## config.mk

```make
export PLATFORM = sky130hd
export DESIGN_NAME = alu_serie
export DESIGN_NICKNAME = d
export VERILOG_FILES = /design/src/rtl/alu_serie.sv
export SDC_FILE = /design/constraint.sdc
export NUM_CORES = 1
export LEC_CHECK = 0
export BUFFER_PORTS_ARGS = -buffer_cell sky130_fd_sc_hd__buf_2
export CAP_MARGIN = 20
export CORE_ASPECT_RATIO = 1.2
export CORE_MARGIN = 2
export CORE_UTILIZATION = 54
export CTS_CLUSTER_DIAMETER = 200
export DETAILED_ROUTE_END_ITERATION = 8
export PLACE_DENSITY = 0.76
export SLEW_MARGIN = 25
export SYNTH_ARGS = -nofsm -noshare
export SYNTH_HDL_FRONTEND = slang
export SYNTH_SLANG_ARGS = --single-unit
```

## constraint.sdc

```tcl
create_clock -name clk -period 4.33 [get_ports clk]
set_input_delay 0.433 -clock clk [delete_from_list [all_inputs] [get_ports clk]]
set_output_delay 0.433 -clock clk [all_outputs]
set_load 0.02 [all_outputs]
```

## src/rtl/alu_serie.sv

```systemverilog
// Bit-serial ALU: WIDTH-bit operands are processed LSB-first through one
// full-adder/subtractor slice, with a start/busy/done handshake.
module alu_serie #(
  parameter int WIDTH = 8
) (
  input  logic             clk,
  input  logic             rst_n,
  input  logic             start,
  input  logic [WIDTH-1:0] In1,
  input  logic [WIDTH-1:0] In2,
  input  logic             CB_in,
  input  logic [2:0]       code_op,
  output logic             busy,
  output logic             done,
  output logic [WIDTH-1:0] Result,
  output logic             CB_out,
  output logic             zero,
  output logic             ovf,
  output logic             err
);

  localparam int CW = $clog2(WIDTH);

  typedef enum logic [1:0] {S_IDLE, S_RUN, S_DONE} state_t;
  typedef enum logic [2:0] {
    OP_ADD = 3'b001,
    OP_SUB = 3'b010,
    OP_AND = 3'b011,
    OP_OR  = 3'b100,
    OP_XOR = 3'b101
  } op_t;

  state_t state, state_next;

  logic [WIDTH-1:0] a_q, b_q;
  logic [WIDTH-2:0] shift_q;
  logic [2:0]       op_q;
  logic             carry_q;
  logic [CW-1:0]    cnt_q;

  logic             accept, op_valid, arith_in, arith_q, last;
  logic             bit_r, carry_next;
  logic [WIDTH-1:0] result_final;

  assign accept   = start && (state == S_IDLE || state == S_DONE);
  assign op_valid = (code_op >= 3'd1) && (code_op <= 3'd5);
  assign arith_in = (code_op == OP_ADD) || (code_op == OP_SUB);
  assign arith_q  = (op_q == OP_ADD) || (op_q == OP_SUB);
  assign last     = (cnt_q == CW'(WIDTH - 1));

  // One bit of the selected operation on the current LSBs of the operand shifters.
  always_comb begin
    // NOTE: every combinational output gets a default first so no path can infer a latch.
    bit_r      = 1'b0;
    carry_next = 1'b0;
    case (op_q)
      OP_ADD: begin
        bit_r      = a_q[0] ^ b_q[0] ^ carry_q;
        carry_next = (a_q[0] & b_q[0]) | (carry_q & (a_q[0] ^ b_q[0]));
      end
      OP_SUB: begin
        bit_r      = a_q[0] ^ b_q[0] ^ carry_q;
        carry_next = (~a_q[0] & b_q[0]) | (~(a_q[0] ^ b_q[0]) & carry_q);
      end
      OP_AND:  bit_r = a_q[0] & b_q[0];
      OP_OR:   bit_r = a_q[0] | b_q[0];
      OP_XOR:  bit_r = a_q[0] ^ b_q[0];
      default: ;
    endcase
  end

  // The new bit enters from the MSB side, so after WIDTH shifts it is in order.
  assign result_final = {bit_r, shift_q};

  always_ff @(posedge clk or negedge rst_n) begin
    // NOTE: sequential state uses non-blocking assignments so all registers update together.
    if (!rst_n) state <= S_IDLE;
    else        state <= state_next;
  end

  always_comb begin
    state_next = state;
    case (state)
      S_IDLE, S_DONE: begin
        if (start) state_next = op_valid ? S_RUN : S_DONE;
        else       state_next = S_IDLE;
      end
      S_RUN:   if (last) state_next = S_DONE;
      default: state_next = S_IDLE;
    endcase
  end

  always_comb begin
    busy = (state == S_RUN);
    done = (state == S_DONE);
  end

  always_ff @(posedge clk or negedge rst_n) begin
    // NOTE: every datapath register is reset too, so an aborted operation leaves no residue.
    if (!rst_n) begin
      a_q     <= '0;
      b_q     <= '0;
      shift_q <= '0;
      op_q    <= '0;
      carry_q <= 1'b0;
      cnt_q   <= '0;
      Result  <= '0;
      CB_out  <= 1'b0;
      zero    <= 1'b0;
      ovf     <= 1'b0;
      err     <= 1'b0;
    end else if (accept) begin
      if (op_valid) begin
        a_q     <= In1;
        b_q     <= In2;
        op_q    <= code_op;
        carry_q <= arith_in ? CB_in : 1'b0;
        cnt_q   <= '0;
      end else begin
        Result <= '0;
        CB_out <= 1'b0;
        zero   <= 1'b1;
        ovf    <= 1'b0;
        err    <= 1'b1;
      end
    end else if (state == S_RUN) begin
      a_q     <= a_q >> 1;
      b_q     <= b_q >> 1;
      carry_q <= carry_next;
      shift_q <= result_final[WIDTH-1:1];
      cnt_q   <= cnt_q + 1'b1;
      if (last) begin
        // carry_q here is the carry into the MSB, carry_next the carry out of it.
        Result <= result_final;
        CB_out <= arith_q ? carry_next : 1'b0;
        ovf    <= arith_q ? (carry_q ^ carry_next) : 1'b0;
        zero   <= (result_final == '0);
        err    <= 1'b0;
      end
    end
  end

endmodule

```

# Yosys cells after proc, flatten, opt, wreduce, memory -nomap -nowiden
# Index checks and enable logic that the tools add are counted.
[word_totals]
wordCells = 95
register_bits = 44
output_inout_bits = 14
[classes]
addsub = 1
n_lt_le_gt_ge = 2
muxes = 39
bitwise_logic = 13
n_reduce_logical = 15
eq_ne = 13
[ops]
columns = ["cell", "n"]
rows = [
  ["$mux W8", 10],
  ["$mux W1", 20],
  ["$eq A3 B2 Y1 const B", 3],
  ["$eq A3 B3 Y1 const B", 3],
  ["$mux W3", 3],
  ["$logic_not A8 Y1", 1],
  ["$eq A3 B1 Y1 const B", 2],
  ["$mux W2", 3],
  ["$reduce_and A2 Y1", 3],
  ["$and A1 B1 Y1", 4],
  ["$ne A2 B1 Y1 const B", 2],
  ["$pmux W1 S4", 1],
  ["$pmux W2 S2", 1],
  ["$reduce_bool A2 Y1", 2],
  ["$reduce_or A2 Y1", 2],
  ["$add A3 B1 Y3 const B", 1],
  ["$ge A3 B1 Y1 const B", 1],
  ["$le A3 B3 Y1 const B", 1],
  ["$logic_or A1 B1 Y1", 3],
  ["$not A1 Y1", 3],
  ["$or A1 B1 Y1", 3],
  ["$reduce_and A3 Y1", 1],
  ["$xor A1 B1 Y1", 3],
  ["$eq A2 B1 Y1 const B", 1],
  ["5 further kinds", 6],
]

# Logic depth before layout (Yosys ltp)
# Gate-level depths: netlist (run 1).
[logic_depth]
depth_word = 10
depth_mapped = 7
ltp_nobuf = 6

# Worst setup path before layout (run 1)
# Ideal clock, no wire load.
[synth_timing]
path_kind = "reg2reg"
from = "register a_q[0]"
to = "register ovf"
synth_period_minus_slack_ps = 1628
arrival_ps = 1507
stages_incl_launch_ff = 7
slack_ps = 2702
required_time_ps = 4209
cell_sequence = "dfrtp_1 > inv_1 > fa_1 > nor4b_1 > a21oi_1 > xnor2_1 > a22o_1"
[synth_via]
elab_chain_cells = 10
word_cells_on_any_way = 15
cone_classes = "mux: 5; bitwise: 10"
[synth_rtl]
columns = ["element", "line_no", "source"]
rows = [
  ["start, declared", "35", "logic [WIDTH-1:0] a_q, b_q;"],
  ["start signal, assigned", "114", "a_q <= In1;"],
  ["start signal, assigned", "127", "a_q <= a_q >> 1;"],
  ["$xor A1 B1 Y1", "59, 63", ""],
  ["$not A1 Y1", "63", "carry_next = (~a_q[0] & b_q[0]) | (~(a_q[0] ^ b_q[0]) & carry_q);"],
  ["$and A1 B1 Y1", "63", ""],
  ["$or A1 B1 Y1", "63", ""],
  ["$pmux W1 S2 (*)", "56", "case (op_q)"],
  ["$xor A1 B1 Y1 (*)", "136", "ovf <= arith_q ? (carry_q ^ carry_next) : 1'b0;"],
  ["$mux W1 (*)", "136", ""],
  ["$mux W1 (*)", "132", "if (last) begin"],
  ["$mux W1 (*)", "126", "end else if (state == S_RUN) begin"],
  ["$mux W1 (*)", "112", "end else if (accept) begin"],
  ["end signal, assigned", "136", ""],
  ["end, declared", "18", "output logic ovf,"],
]
# Mark *: on every way between the ends. The rest lies on a longest branch, timed or not. The select of a mux whose other input is x is not followed.
# A chain may end at the register's enable or synchronous reset.

# Worst setup path after layout (run 1)
[layout_timing]
from = "register state[0]"
to = "register carry_q"
[layout_via]
elab_chain_cells = 5
word_cells_on_any_way = 9
cone_classes = "eq/ne: 3; mux: 1; reduce/logical: 5"
[layout_rtl]
columns = ["element", "line_no", "source"]
rows = [
  ["start, declared", "33", "state_t state, state_next;"],
  ["start signal, assigned", "78", "else state <= state_next;"],
  ["$eq A2 B2 Y1 or $logic_not A2 Y1 (tied branches)", "45", "assign accept = start && (state == S_IDLE || state == S_DONE);"],
  ["$logic_or A1 B1 Y1", "45", ""],
  ["$logic_and A1 B1 Y1", "45", ""],
  ["$ne A2 B1 Y1 (no source line) or $reduce_bool A2 Y1 (tied branches)", "n/a", ""],
  ["$reduce_and A2 Y1 (no source line)", "n/a", ""],
  ["end signal, assigned", "117", "carry_q <= arith_in ? CB_in : 1'b0;"],
  ["end signal, assigned", "129", "carry_q <= carry_next;"],
  ["end, declared", "38", "logic carry_q;"],
]
# Several ways; a longest one is shown, not always the timed one.

==> results of run 1 <==
[area by class of cell]
type	instances	area [sq um]	share of cell area, %
Sequential cell	44	1100	47.0
Multi-Input combinational cell	133	882	37.6
Timing Repair Buffer	36	183	7.79
Clock buffer	8	90.1	3.84
Tap cell	52	65.1	2.78
Inverter	6	22.5	0.961
[path summary, 6_finish.rpt]
path | from | end | slack [ps]
min in group clk | In2[7] | b_q[7] | 370
setup / recovery | state[0] | carry_q | 2280
hold reg to reg | err | err | 470
setup reg to reg | state[0] | carry_q | 2280
hold / removal | rst_n | Result[7] | 110
max in group asynchronous | rst_n | a_q[7] | 3850
[where the power goes]
part | internal [mW] | switching [mW] | leakage (nW)
registers | 0.546 | 0.105 | 0.569
logic | 0.201 | 0.294 | 0.529
clock network | 0.130 | 0.132 | 0.0455
[placed cells by master, fill, tap and decap left out, types with 2 or more instances in the layout]
| cell type | instances |
|---|---|
| nor2b_1 | 4 |
| nor2_1 | 2 |
| a21oi_1 | 4 |
| buf_2 | 35 |
| inv_1 | 5 |
| nor3_1 | 2 |
| mux2i_1 | 14 |
| clkbuf_1 | 2 |
| clkbuf_8 | 6 |
| dfrtp_1 | 44 |
| a22o_1 | 9 |
| nand3_1 | 4 |
| nand2b_1 | 2 |
| nand2_1 | 43 |
| xnor2_1 | 2 |
| fa_1 | 2 |
| mux2_2 | 4 |
| and2_1 | 2 |
| o21ai_0 | 21 |
| ha_1 | 4 |
[critical path, cell delays in order, from the launching register on]
cell      delay [ps]
dfrtp_1          400
nand2b_1         300
inv_2            200
a31oi_4          630
mux2_2           400
[Yosys cell counts]
master     instances  area, sq um
buf_2              1         5.00
or3_4              1         11.3
fa_1               2         40.0
nand2b_1           2         12.5
nor4b_1            1         8.76
ha_1               4         50.1
nor2b_1            4         25.0
a22o_1             9         78.8
xor2_1             1         8.76
a21oi_1            4         20.0
inv_2              1         3.75
buf_4              3         22.5
nor2_1             2         7.51
mux2_2             4         45.0
a21o_1             1         7.51
o21ai_1            1         5.00
nand2_1           43          161
clkbuf_1           2         7.51
o21ai_2            1         8.76
and2b_2            1         8.76
o21ai_0           21          105
nand4b_1           1         8.76
o2bb2ai_1          1         8.76
nand3_4            1         17.5
clkbuf_2           1         5.00
nor4_1             1         6.26
mux2i_1           14          140
or3_1              1         6.26
xnor2_1            2         17.5
a221oi_1           1         8.76
nand3_1            4         20.0
and2_1             2         12.5
dfrtp_1           44         1100
inv_1              5         18.8
nor3_1             2         10.0
a31oi_4            1         21.3
buf_6              2         22.5
[layer usage]
| layer | global-route usage (%) | vias to the layer above | part of all wire (%) | wire [um] |
|---|---|---|---|---|
| met5 | 0 | - | 0 | 0 |
| met4 | 7.25 | 0 | 1.7 | 62 |
| met3 | 6.50 | 7 | 5.7 | 206 |
| met2 | 30.6 | 37 | 47 | 1700 |
| met1 | 24.2 | 697 | 45 | 1620 |
| li1 | - | 725 | - | - |
[registers in the layout (all words and copies together), names as in the netlist]
signal and cells:
state 2, shift_q 7, op_q 3, Result 8, err 1, a_q 8, ovf 1, carry_q 1
cnt_q 3, b_q 8, CB_out 1, zero 1
[cell families after synthesis]
logic type / Yosys count / share of synthesized area [%]
DFF: 44 / 53.2
AOI/OAI and AO/OA: 40 / 12.8
muxes: 18 / 8.95
adders and majority gates: 6 / 4.36
buffers and inverters: 15 / 4.11
and+or+nand+nor: 66 / 15.3
xor gates and xnor gates: 3 / 1.27
==> results.py, run 1 <==
metrics = {
    "floorplan": {
        "die_h_um": 71.8,
        "die_area_sq_mm": 0.00434,
        "dieWidth_um": 60.5,
        "floorplan.rows": 24,
        "start_util_pct": 56.5,
        "core-area_sq_mm": 0.00366,
        "ios": 37,
    },
    "sta": {
        "finalClockSkew_ps": 6.83,
        "setup_viol_count_final": 0,
        "grt_setup_unrepaired": "no",
        "period_needed_ps": 2050,
        "slew_headroom_pct": 51.8,
        "timing_max_transition_violations_final": 0,
        "worstMarginPinSlew_ps": 722,
        "worst_hold_slack_ps": 113,
        "final_hold_viol_count": 0,
        "fmax_mhz": 488,
        "final.period_utilization_pct": 47.3,
        "layout_setup_ws_ps": 2280,
        "timing.setup.tns_ps": 0,
    },
    "routing": {
        "drt_iter0_drc": 67,
        "drtAntennaViolNets": 0,
        "routed_wl_um": 3590,
        "drt_first_pass_iters": 4,
        "vias_per_cell": 5.25,
        "drc_errors": 0,
        "route.detailed.wl_per_inst_um": 12.9,
        "detailroute.via_count": 1466,
    },
    "cts": {
        "cts_inserted_buffers": 5,
        "hold_buffers": 0,
        "cts_resized": 0,
        "cts_max_level": 2,
        "clock-root-buffer": "clkbuf_8",
        "clk_path_buf_depth": 2,
        "worst_setup_hold_path_clk_slew_ps": 80,
        "tritoncts_clock_tree": "built",
        "cts_num_sinks": 44,
        "worstSkewPairLatency_ps": 300,
        "cts_setup_buffers": 0,
    },
    "layout": {
        "area_growth_pct": 13.3,
        "design_area_sq_mm": 0.00234,
        "num-nets-final": 255,
        "final_core_util_pct": 64.0,
        "filler_cell_count": 318,
        "layout-drive-gt1-share_pct": 22.9,
        "finalNonFillerCells": 279,
        "num_antenna_cells": 0,
    },
    "place": {
        "placed_cells": 271,
        "hpwlAfterDp_um": 2580,
        "place.gp.congestion": 0.788,
        "post_dp_cell_area_sq_mm": 0.00225,
        "placement.io_buffers": 36,
        "dp_slack_ps": 2120,
    },
    "logic_synthesis": {
        "synthesis.nets": 221,
        "synth.distinct_cells": 37,
        "yosysWarnings": 0,
        "synth_seq_cells": 44,
        "syn-mean-instance-area_sq_um": 10.8,
        "syn_inst": 192,
        "seq_area_frac_synth_pct": 53.2,
        "netlist_area_sq_mm": 0.00207,
    },
    "power": {
        "power_per_cell_area_mw_per_mm2": 601,
        "leakagePower_nw": 1.14,
        "worst_ir_drop_vdd_v": 0.000362,
        "power.total_mw": 1.41,
    },
    "grt": {
        "grt_pass1_wl_um": 6190,
        "grt_start_max_net_pins": 45,
        "grt_antenna_before_repair": 0,
        "first_global_vias": 1392,
        "grt.total_usage_pct": 19.2,
        "globalRouteOverflowTotal": 0,
    },
    "critical_path": {
        "timing.critical_path.fanout_max": 34,
        "cp.required_ps": 4510,
        "crit_path_start_kind": "flop",
        "r2r_cells": 4,
        "cp.arrival_ps": 2230,
        "worstSetupEndpointType": "flop",
        "worst-setup-path-type": "flop to flop",
    },
    "run": {
        "max_cap_viol_count": 0,
    },
    "min_path": {
        "min_path_type": "primary input to async pin",
    },
    "run_status": {
        "status": "completed",
    },
}
Power figures use the tool's default switching activity.
==> run 2, diff against run 1 <==
--- a/config.mk
+++ b/config.mk
@@ -9,10 +9,10 @@
 export CAP_MARGIN = 20
 export CORE_ASPECT_RATIO = 1.2
 export CORE_MARGIN = 2
-export CORE_UTILIZATION = 54
+export CORE_UTILIZATION = 49
 export CTS_CLUSTER_DIAMETER = 200
 export DETAILED_ROUTE_END_ITERATION = 8
-export PLACE_DENSITY = 0.76
+export PLACE_DENSITY = 0.72
 export SLEW_MARGIN = 25
 export SYNTH_ARGS = -nofsm -noshare
 export SYNTH_HDL_FRONTEND = slang
==> constraint.sdc (replaced) <==
create_clock -name clk -period 1.7 [get_ports clk]
set_input_delay 0.17 -clock clk [delete_from_list [all_inputs] [get_ports clk]]
set_output_delay 0.17 -clock clk [all_outputs]
set_load 0.02 [all_outputs]
==> run 2 against run 1 <==
  * Clock-buffer cell count is 1 lower
  * Design area is 5.9% higher
  * Via count grew 0.41%
  * Critical path depth up 2
  * Critical path type unchanged
  * Non-clock buffer count up 11
  * Combinational power rose to 2.9 times the previous value
  * Fmax rose by 29%
  * Final cell count increased by 4.7%
  * Total power rose to 2.8 times the previous value
==> results.py, run 2 (same netlist as run 1, synthesis figures left out) <==
metrics = {
    "layout": {
        "area_growth_pct": 20.0,
        "design_area_sq_mm": 0.00248,
        "filler_cell_count": 374,
        "num-nets-final": 266,
        "multiInputGateArea_sq_um": 900,
        "final_core_util_pct": 62.0,
        "most-common-layout-cells": "dfrtp_1 (44), nand2_1 (43), buf_2 (36)",
        "layout-drive-gt1-share_pct": 28.6,
        "layout_top_registers": "Result: 8 flops, a_q: 8 flops, b_q: 8 flops",
        "num_antenna_cells": 0,
        "area.sequential_sq_mm": 0.00110,
        "mostFrequentLayoutCell": "dfrtp_1",
    },
    "critical_path": {
        "worstSetupEndpointType": "flop",
        "startpoint": "b_q[0]",
        "r2r_cells": 6,
        "worst-setup-path-type": "flop to flop",
        "timing.critical_path.fanout_max": 3,
        "crit_path_start_kind": "flop",
        "cp_slowest_stage_delay_ps": 400,
        "cp.arrival_ps": 1780,
        "cp.required_ps": 1890,
        "slowest_stage": "fa_1",
        "r2r-start": "b_q[0]",
        "timing.critical_path.cells": "inv_2 -> fa_1 -> nor4b_2 -> a21oi_1 -> xnor2_1 -> a22o_1",
    },
    "place": {
        "place.gp.congestion": 0.748,
        "hpwlAfterDp_um": 2790,
        "post_dp_cell_area_sq_mm": 0.00233,
        "placement.io_buffers": 36,
    },
    "routing": {
        "detailroute.via_count": 1472,
        "route.detailed.wl_per_inst_um": 13.1,
        "drt_first_pass_iters": 4,
        "drt_iter0_drc": 58,
        "drc_errors": 0,
        "drtAntennaViolNets": 0,
        "vias_per_cell": 5.04,
        "routed_wl_um": 3820,
    },
    "grt": {
        "first_global_vias": 1461,
        "grt_pass1_wl_um": 6800,
        "grt.total_usage_pct": 18.7,
        "grt_start_max_net_pins": 24,
        "globalRouteOverflowTotal": 0,
        "grt_antenna_before_repair": 0,
    },
    "sta": {
        "timing_max_transition_violations_final": 0,
        "final_hold_viol_count": 0,
        "finalClockSkew_ps": 2.30,
        "slew_headroom_pct": 70.0,
        "setup_viol_count_final": 0,
        "worstMarginPinSlew_ps": 450,
        "period_needed_ps": 1590,
        "final.period_utilization_pct": 93.7,
        "fmax_mhz": 628,
        "worst_hold_slack_ps": 108,
    },
    "cts": {
        "worstSkewPairLatency_ps": 290,
        "clock-root-buffer": "clkbuf_8",
        "cts_num_sinks": 44,
        "worst_setup_hold_path_clk_slew_ps": 80,
        "cts_max_level": 2,
        "clk_path_buf_depth": 2,
        "tritoncts_clock_tree": "built",
        "cts_setup_buffers": 0,
        "cts_inserted_buffers": 5,
    },
    "floorplan": {
        "start_util_pct": 51.7,
        "ios": 37,
        "die_h_um": 75.2,
        "core-area_sq_mm": 0.00400,
        "dieWidth_um": 63.3,
        "floorplan.rows": 25,
        "die_area_sq_mm": 0.00476,
    },
    "power": {
        "leakagePower_nw": 1.22,
        "power_per_cell_area_mw_per_mm2": 1590,
        "power.total_mw": 3.94,
        "worst_ir_drop_vdd_v": 0.000900,
    },
    "min_path": {
        "start_point_of_the_worst_hold_path": "In1[7]",
        "whs_path_depth": 3,
        "min_path_type": "primary input to flop",
    },
    "run_status": {
        "status": "completed",
    },
    "run": {
        "max_cap_viol_count": 0,
    },
}
run 2: through the flow:
stage	TNS (ps)	cells	setup WS, ps
global placement	0	283	91.7
global route	-20.6	292	-20.6
finish	0	292	107
detailed placement	0	283	43.5
floorplan	0	192	72.1
CTS	0	292	24.8
run 2: worst paths after layout:
path                            endpoint  slack (ps)
worst min register to register    a_q[5]         480
worst min-delay path              a_q[7]         110
worst max-delay path                 ovf         110
max in group asynchronous         b_q[4]         810
worst max register to register       ovf         110
min in group asynchronous        carry_q         350
run 2: routing by layer:
layer	global-route usage, %	routed length [um]	vias to the layer above
li1	-	-	745
met1	23.5	1770	681
met2	30.3	1780	41
met3	5.68	211	5
met4	8.70	54	0
met5	0	0	-
run 2: where the power goes:
part | switching (mW) | internal [mW]
combinational | 0.800 | 0.622
clock | 0.342 | 0.518
sequential | 0.269 | 1.39
total | 1.41 | 2.53
run 2: timing repair:
action / 4_1_cts / 5_1_grt
hold buffers: 1 / 0
endpoints found under the hold margin: 19 / 0
endpoints found under the setup margin: 0 / 5
resized for setup: 0 / 4
run 2: worst max-delay path: cells and delay by family, from the launching register on:
family | cells | cell delay [ps]
compound gates | 2 | 270
flops | 1 | 390
fa+ha+maj | 1 | 400
buf+inv | 1 | 70
simple gates | 1 | 210
xor+xnor | 1 | 140
run 2: final cells by class:
| cell class | count | share of cell area [%] |
|---|---|---|
| Clock buffer | 7 | 3.88 |
| Sequential cell | 44 | 44.4 |
| Timing Repair Buffer | 47 | 10.7 |
| Tap cell | 54 | 2.72 |
| Inverter | 6 | 0.907 |
| Multi-Input combinational cell | 133 | 36.2 |
| Clock inverter | 1 | 1.21 |
==> run 3, diff against run 2 <==
--- a/config.mk
+++ b/config.mk
@@ -9,10 +9,10 @@
 export CAP_MARGIN = 20
 export CORE_ASPECT_RATIO = 1.2
 export CORE_MARGIN = 2
-export CORE_UTILIZATION = 49
+export CORE_UTILIZATION = 54
 export CTS_CLUSTER_DIAMETER = 200
 export DETAILED_ROUTE_END_ITERATION = 8
-export PLACE_DENSITY = 0.72
+export PLACE_DENSITY = 0.76
 export SLEW_MARGIN = 25
 export SYNTH_ARGS = -nofsm -noshare
 export SYNTH_HDL_FRONTEND = slang
==> constraint.sdc (replaced) <==
create_clock -name clk -period 2.05 [get_ports clk]
set_input_delay 0.205 -clock clk [delete_from_list [all_inputs] [get_ports clk]]
set_output_delay 0.205 -clock clk [all_outputs]
set_load 0.02 [all_outputs]
==> run 3 against run 2 <==
  * Non-clock buffer count is 4 lower
  * Sequential power shrank 17%
  * Final cell count fell by 2.1%
  * Critical path depth unchanged
  * Routed wire length is 2.0% lower
  * Clock-buffer cell count fell by 1
==> results.py, run 3 (same netlist as run 1, synthesis figures left out) <==
metrics = {
    "critical_path": {
        "r2r-start": "a_q[0]",
        "cp.required_ps": 2240,
        "startpoint": "a_q[0]",
        "timing.critical_path.fanout_max": 4,
        "worst-setup-path-type": "flop to flop",
        "critical_path.reg2reg.endpoint": "ovf",
        "crit_path_end": "ovf",
        "cp_top_family": "flip-flops",
        "cp_num_cells": 6,
        "timing.reg2reg.setup_slack_ps": 300,
        "timing.critical_path.cells": "inv_1 -> fa_1 -> nor4b_1 -> a21oi_1 -> xnor2_1 -> a22o_1",
        "cp.arrival_ps": 1940,
        "cp_slowest_stage_delay_ps": 420,
        "r2r_cells": 6,
        "slowest_stage": "dfrtp_1",
        "path_buf_inv": 1,
        "crit_path_start_kind": "flop",
        "worstSetupEndpointType": "flop",
    },
    "sta": {
        "slew_headroom_pct": 63.7,
        "final.period_utilization_pct": 85.2,
        "timing_max_transition_violations_final": 0,
        "worst_hold_slack_ps": 135,
        "finalClockSkew_ps": 9.86,
        "timing.setup.tns_ps": 0,
        "period_needed_ps": 1750,
        "fmax_mhz": 573,
        "final_hold_viol_count": 0,
        "setup_viol_count_final": 0,
        "worstMarginPinSlew_ps": 544,
        "grt_setup_unrepaired": "no",
    },
    "layout": {
        "filler_cell_count": 297,
        "layout_top_registers": "Result: 8 flops, a_q: 8 flops, b_q: 8 flops",
        "area.sequential_sq_mm": 0.00110,
        "multiInputGateArea_sq_um": 882,
        "num-nets-final": 262,
        "mostFrequentLayoutCell": "dfrtp_1",
        "num_antenna_cells": 0,
        "area_growth_pct": 17.4,
        "most-common-layout-cells": "dfrtp_1 (44), nand2_1 (43), buf_2 (36)",
        "layout-drive-gt1-share_pct": 25.6,
        "design_area_sq_mm": 0.00243,
    },
    "cts": {
        "worstSkewPairLatency_ps": 300,
        "clk_path_buf_depth": 2,
        "worst_setup_hold_path_clk_slew_ps": 80,
        "cts_setup_buffers": 0,
        "cts_resized": 0,
        "clock-root-buffer": "clkbuf_8",
        "tritoncts_clock_tree": "built",
        "cts_num_sinks": 44,
        "cts_inserted_buffers": 5,
        "cts_max_level": 2,
    },
    "min_path": {
        "min_path_type": "primary input to flop",
        "whs_path_depth": 3,
    },
    "floorplan": {
        "start_util_pct": 56.5,
        "floorplan.rows": 24,
        "ios": 37,
        "dieWidth_um": 60.5,
        "core-area_sq_mm": 0.00366,
        "die_h_um": 71.8,
        "die_area_sq_mm": 0.00434,
    },
    "routing": {
        "detailroute.via_count": 1524,
        "drtAntennaViolNets": 0,
        "drc_errors": 0,
        "top_layer": "met4",
        "drt_iter0_drc": 42,
        "routed_length_on_met2_um": 1840,
        "vias_per_cell": 5.33,
        "route.detailed.wl_per_inst_um": 13.1,
        "drt_first_pass_iters": 4,
        "routedLengthMet1_um": 1650,
        "met3RoutedLength_um": 173,
        "routed_wl_um": 3740,
    },
    "power": {
        "power_per_cell_area_mw_per_mm2": 1310,
        "leakagePower_nw": 1.19,
        "power.share.clock_pct": 21.9,
        "p_int_mw": 2.02,
        "power.total_mw": 3.18,
        "worst_ir_drop_vdd_v": 0.000642,
        "power.share.combinational_pct": 34.8,
        "seqPwrFrac_pct": 43.3,
        "switching_share_pct": 36.6,
        "switchingPower_mw": 1.17,
    },
    "grt": {
        "grt_antenna_before_repair": 0,
        "grt_start_max_net_pins": 45,
        "globalRouteOverflowTotal": 0,
        "grt_pass1_wl_um": 6570,
        "first_global_vias": 1544,
        "grt.total_usage_pct": 20.0,
    },
    "run": {
        "max_cap_viol_count": 0,
    },
    "place": {
        "placement.io_buffers": 36,
        "place.gp.congestion": 0.825,
        "hpwlAfterDp_um": 2680,
        "post_dp_cell_area_sq_mm": 0.00230,
    },
    "run_status": {
        "status": "completed",
    },
}
-- run 3: cell types whose count changed in the layout (fill, tap and decap cells not counted), sizes merged --
cell	change
clkbuf	-1
clkinv	+1
buf	-4
-- run 3: per-stage QoR --
stage	worst slack [ps]	std cells	util, %
after detailed placement	313	277	62.7
after CTS	298	286	66.3
final	304	286	66.3
after global placement	371	277	62.7
after global routing	177	286	66.3
after floorplan	422	192	-
-- run 3: cell type report --
cell class	instances	share of cell area (%)
Sequential cell	44	45.4
Clock inverter	2	1.60
Timing Repair Buffer	43	9.69
Multi-Input combinational cell	133	36.3
Clock buffer	6	3.40
Inverter	6	0.928
Tap cell	52	2.68
-- run 3: worst min path at each step --
stage | slack, ps | end | startpoint
6_report | 130 | b_q[7] | In2[7]
5_1_grt | 150 | a_q[7] | In1[7]
4_1_cts | 140 | a_q[7] | In1[7]
3_5_place_dp | 320 | Result[6] | rst_n
3_3_place_gp | 320 | Result[7] | rst_n
2_1_floorplan | -90 | CB_out | rst_n
-- run 3: layer usage --
layer | global-route usage, % | vias to the layer above
met1 | 23.9 | 735
met4 | 7.49 | 0
met3 | 5.96 | 8
met2 | 33.7 | 36
li1 | - | 745
met5 | 0 | -
-- run 3: power by group through the flow --
| stage | combinational, mW | sequential, mW | clock [mW] |
|---|---|---|---|
| 2_1_floorplan | 0.877 | 1.36 | 0 |
| 3_3_place_gp | 1.09 | 1.38 | 0 |
| 3_5_place_dp | 1.12 | 1.39 | 0 |
| 4_1_cts | 1.13 | 1.38 | 0.711 |
| 5_1_grt | 1.27 | 1.42 | 0.747 |
| 6_report | 1.11 | 1.38 | 0.697 |
-- run 3: tightest hold or removal path, cell delays in order --
cell and delay (ps):
buf_2 90, nand2_1 40, o21ai_0 60
-- run 3: timing repair --
item                                    CTS  global route
hold buffers                              1             0
endpoints found under the hold margin    44             0
endpoints found under the setup margin    0             0
